$ cat config.mk
export PLATFORM = sky130hd
export DESIGN_NAME = alu_seq
export DESIGN_NICKNAME = d
export VERILOG_FILES = /design/src/rtl/alu_seq.sv
export SDC_FILE = /design/constraint.sdc
export NUM_CORES = 1
export LEC_CHECK = 0
export CAP_MARGIN = 10
export CELL_PAD_IN_SITES_DETAIL_PLACEMENT = 1
export CELL_PAD_IN_SITES_GLOBAL_PLACEMENT = 1
export CORE_MARGIN = 10
export CORE_UTILIZATION = 40
export DETAILED_ROUTE_END_ITERATION = 8
export PLACE_DENSITY_LB_ADDON = 0.1
export SYNTH_ARGS = -nofsm -noshare
export SYNTH_HDL_FRONTEND = slang
export SYNTH_SLANG_ARGS = --single-unit
export TNS_END_PERCENT = 100
$ cat constraint.sdc
create_clock -name clock -period 5.6 [get_ports clock]
set_clock_uncertainty 0.15 [all_clocks]
set_input_delay 1.12 -clock clock [delete_from_list [all_inputs] [get_ports clock]]
set_output_delay 1.12 -clock clock [all_outputs]
set_load 0.02 [all_outputs]
$ cat src/rtl/alu_seq.sv
// alu_seq: registered WIDTH-bit ALU with valid/ready handshake and flags.
// Define ALU_SEQ_MUL_EN to compile in the sequential shift-add multiplier (op 011).
module alu_seq #(
  parameter int WIDTH = 8
) (
  input  logic             clock,
  input  logic             reset,
  input  logic             in_valid,
  output logic             in_ready,
  input  logic [WIDTH-1:0] in_a,
  input  logic [WIDTH-1:0] in_b,
  input  logic [2:0]       in_op,
  output logic             out_valid,
  input  logic             out_ready,
  output logic [WIDTH-1:0] result,
  output logic             cout,
  output logic             zero,
  output logic             ovf,
  output logic             err
);
  logic [WIDTH:0]   add_s, sub_s;
  logic [WIDTH-1:0] alu_r, ld_r, res_q, res_d;
  logic             add_v, sub_v, alu_c, alu_v, alu_e;
  logic             fire, ld, ld_c, ld_v, ld_e;
  logic             vld_q, vld_d, cout_q, cout_d, zero_q, zero_d, ovf_q, ovf_d, err_q, err_d;

  always_comb begin
    add_s = {1'b0, in_a} + {1'b0, in_b};
    sub_s = {1'b0, in_a} + {1'b0, ~in_b} + (WIDTH+1)'(1);
    add_v = (in_a[WIDTH-1] == in_b[WIDTH-1]) && (add_s[WIDTH-1] != in_a[WIDTH-1]);
    sub_v = (in_a[WIDTH-1] != in_b[WIDTH-1]) && (sub_s[WIDTH-1] != in_a[WIDTH-1]);
    alu_r = in_op == 3'b000 ? in_a & in_b :
            in_op == 3'b001 ? in_a | in_b :
            in_op == 3'b100 ? ~(in_a | in_b) :
            in_op == 3'b010 ? add_s[WIDTH-1:0] :
            in_op == 3'b110 ? sub_s[WIDTH-1:0] :
            in_op == 3'b111 ? {{(WIDTH-1){1'b0}}, sub_s[WIDTH-1] ^ sub_v} : '0;
    alu_c = in_op == 3'b010 ? add_s[WIDTH] : in_op == 3'b110 ? sub_s[WIDTH] : 1'b0;
    alu_v = in_op == 3'b010 ? add_v : in_op == 3'b110 ? sub_v : 1'b0;
    // 011 only reaches this path as an error when the multiplier is absent
    alu_e = in_op == 3'b101 || in_op == 3'b011;
  end

`ifdef ALU_SEQ_MUL_EN
  localparam int CW = $clog2(WIDTH + 1);
  typedef enum logic {IDLE, BUSY} state_t;
  state_t               state_q, state_d;
  logic [2*WIDTH-1:0]   acc_q, acc_d, mc_q, mc_d, acc_nx;
  logic [WIDTH-1:0]     mp_q, mp_d;
  logic [CW-1:0]        cnt_q, cnt_d;
  logic                 is_mul, done;

  assign in_ready = state_q == IDLE && (!vld_q || out_ready) && !reset;
  assign fire     = in_valid && in_ready;

  always_comb begin
    is_mul  = in_op == 3'b011;
    acc_nx  = acc_q + (mp_q[0] ? mc_q : '0);
    done    = state_q == BUSY && cnt_q == CW'(WIDTH - 1);
    state_d = state_q;
    acc_d   = acc_q;
    mc_d    = mc_q;
    mp_d    = mp_q;
    cnt_d   = cnt_q;
    if (state_q == BUSY) begin
      acc_d   = acc_nx;
      mc_d    = mc_q << 1;
      mp_d    = mp_q >> 1;
      cnt_d   = done ? '0 : cnt_q + CW'(1);
      state_d = done ? IDLE : BUSY;
    end else if (fire && is_mul) begin
      acc_d   = '0;
      mc_d    = {{WIDTH{1'b0}}, in_a};
      mp_d    = in_b;
      cnt_d   = '0;
      state_d = BUSY;
    end
    ld   = (fire && !is_mul) || done;
    ld_r = done ? acc_nx[WIDTH-1:0] : alu_r;
    ld_c = done ? 1'b0 : alu_c;
    ld_v = done ? |acc_nx[2*WIDTH-1:WIDTH] : alu_v;
    ld_e = done ? 1'b0 : alu_e;
  end

  always_ff @(posedge clock) begin
    if (reset) begin
      state_q <= IDLE;
      acc_q   <= '0;
      mc_q    <= '0;
      mp_q    <= '0;
      cnt_q   <= '0;
    end else begin
      state_q <= state_d;
      acc_q   <= acc_d;
      mc_q    <= mc_d;
      mp_q    <= mp_d;
      cnt_q   <= cnt_d;
    end
  end
`else
  assign in_ready = (!vld_q || out_ready) && !reset;
  assign fire     = in_valid && in_ready;

  always_comb begin
    ld   = fire;
    ld_r = alu_r;
    ld_c = alu_c;
    ld_v = alu_v;
    ld_e = alu_e;
  end
`endif

  always_comb begin
    vld_d  = ld || (vld_q && !out_ready);
    res_d  = ld ? ld_r : res_q;
    cout_d = ld ? ld_c : cout_q;
    zero_d = ld ? ld_r == '0 : zero_q;
    ovf_d  = ld ? ld_v : ovf_q;
    err_d  = ld ? ld_e : err_q;
  end

  always_ff @(posedge clock) begin
    if (reset) begin
      vld_q  <= 1'b0;
      res_q  <= '0;
      cout_q <= 1'b0;
      zero_q <= 1'b0;
      ovf_q  <= 1'b0;
      err_q  <= 1'b0;
    end else begin
      vld_q  <= vld_d;
      res_q  <= res_d;
      cout_q <= cout_d;
      zero_q <= zero_d;
      ovf_q  <= ovf_d;
      err_q  <= err_d;
    end
  end

  assign out_valid = vld_q;
  assign result    = res_q;
  assign cout      = cout_q;
  assign zero      = zero_q;
  assign ovf       = ovf_q;
  assign err       = err_q;
endmodule
==> flow_summary.json <==
{
  "die_h_um": 88.1,
  "dp_hpwl_um": 4330,
  "core_area_um2": 4410,
  "hold_path.class": "reg -> reg",
  "synth_flop_cell": "dfxtp_1",
  "cts.clk_slew.worst_paths_ns": 0.05,
  "outcome": "finished clean",
  "most-common-layout-cells": "clkdlybuf4s50_1, ha_1, inv_1",
  "setup-violations-final": 0,
  "drive_gt1_share_pct": 6.90,
  "routed_wl_um": 5340,
  "initial_utilization_pct": 42.0,
  "synth-edff-count": 0,
  "syn_inst": 234,
  "hold_viol": 0,
  "synth-seq-area-share_pct": 14.0,
  "timing.fmax_ghz": 0.230,
  "synth_cell_type_count": 59,
  "vias": 1778,
  "synth-seq-cells": 13,
  "power_density_nw_per_um2": 166,
  "cts_inserted_buffers": 3,
  "clk_path_buf_depth": 2,
  "antenna_found_initial": 0,
  "fin_setup_tns_ns": 0,
  "path_class": "in -> reg",
  "dieWidth_um": 88.1,
  "arrival_ns": 4.34,
  "port_buffers": 36,
  "slew_headroom_pct": 43.4,
  "hold_buffers": 0,
  "num_io_pins": 37,
  "tritoncts": "done",
  "syn_to_final_growth_pct": 18.9,
  "critPathMaxFanout": 3,
  "clk_latency_ns": 0.24,
  "final_common_cell": "clkdlybuf4s50_1",
  "num_antenna_cells": 0,
  "viasPerCell": 5.68,
  "post_cts_buffers": 0,
  "drc": 0,
  "grt_pass1_vias": 1780,
  "cellLeakagePower_nw": 0.948,
  "fin_crit_ns": 4.34,
  "grt_max_degree": 28,
  "drv_slew": 0,
  "worst_setup_path_start_kind": "input pin",
  "rows": 24,
  "drt_pass1_iterations": 4,
  "cts.root.buffer_cell": "clkbuf_8",
  "syn-num-nets": 284,
  "async_reset_ff_share_pct": 0,
  "dieArea_um2": 7760,
  "gr-total-overflow": 0,
  "avgSynthCellArea_um2": 7.92,
  "ir_worst_vdd_mv": 0.0633,
  "globalplace.congestion": 0.891,
  "yosysWarningCount": 0,
  "worstMarginPinSlew_ns": 0.827,
  "grt_pass1_wl_um": 8550,
  "grt_setup_unrepaired": "no",
  "grt_usage_pct": 13.3,
  "finalCritPeriodShare_pct": 77.6,
  "drv_cap": 0,
  "cts_resized": 0,
  "wire_per_inst_um": 17.1,
  "ant_nets": 0,
  "clock_sinks": 13,
  "final_nets": 312,
  "hold_slack_ns": 0.299,
  "syn_area_um2": 1850,
  "cp.required_ns": 5.60,
  "cp-end-kind": "flip-flop",
  "drtIter0Drc": 45,
  "h-tree-depth": 1
}
## power by group
group | switching, mW | internal [mW] | leakage (nW)
Clock | 0.0317 | 0.0502 | 0.0228
Sequential | 0.00328 | 0.0999 | 0.107
Combinational | 0.101 | 0.0796 | 0.819
## synth_stat cells, types with 4 or more instances
cell type  count  area (µm²)
nand2_1       12        45.0
mux2i_1       11         110
o31ai_1        4        30.0
xnor2_1        4        35.0
a31oi_1        6        37.5
buf_6          5        56.3
o21ai_0       10        50.1
nor2b_1        6        37.5
nor2_1        19        71.3
nor3_1         6        30.0
dfxtp_1       13         260
ha_1          24         300
a21oi_1       14        70.1
a211oi_1       4        30.0
nand3_1        9        45.0
inv_1         22        82.6
## cell type report
class,instances,area (µm²)
multi-input cells,183,1370
clock buffers,4,45.0
inverters,24,92.6
flip-flops and latches,13,260
well taps,52,65.1
fillers,555,2210
repair buffers,37,368
## routing by layer
layer | wire length (µm) | part of all wire [%] | up-vias | global-route usage [%]
met3 | 273 | 5.1 | 4 | 1.67
met5 | 0 | 0 | - | 0
met2 | 2540 | 48 | 34 | 23.2
met1 | 2490 | 47 | 851 | 16.9
met4 | 34 | 0.64 | 0 | 3.00
li1 | - | - | 889 | -
## kinds of logic after synthesis
group           Yosys count  synth area share (%)
simple gates             68                  18.4
flops                    13                  14.0
mux                      12                  6.75
xor+xnor                  5                  2.36
buf+inv                  38                  11.9
fa+ha+maj                27                  19.4
compound gates           71                  27.2
## worst max-delay path, cell delays in order
cell and delay [ns]:
clkdlybuf4s50_1 0.51, inv_1 0.12, ha_1 0.32, o21bai_1 0.18
a21oi_2 0.09, o31ai_1 0.34, a21oi_1 0.13, nor2_1 0.10
nor2_1 0.06, fa_1 0.51, o22ai_1 0.10, o21a_1 0.22
a21oi_1 0.16, nand2_1 0.09, o41ai_2 0.29
## state kept, by name (all words and copies together) (netlist names)
name,cells
ovf,1
cout,1
zero,1
out_valid,1
result,8
err,1
## metrics by stage
step | setup WS [ns] | util, % | area [µm²] | std cells | power [mW]
floorplan | 1.82 | - | 1850 | 234 | 0.228
global placement | 1.11 | 48.9 | 2160 | 309 | 0.282
detailed placement | 1.00 | 48.9 | 2160 | 309 | 0.285
CTS | 1.25 | 49.9 | 2200 | 313 | 0.370
global route | 1.03 | 49.9 | 2200 | 313 | 0.391
finish | 1.26 | 49.9 | 2200 | 313 | 0.365
## path summary, 6_finish.rpt
check             from    to  slack (ns)  cells after the start
max            in_a[1]  zero        1.26                     15
min                err   err        0.30                      2
min reg2reg        err   err        0.30                      2
max reg2reg  out_valid  zero        3.67                      6
Power figures use the tool's default switching activity.
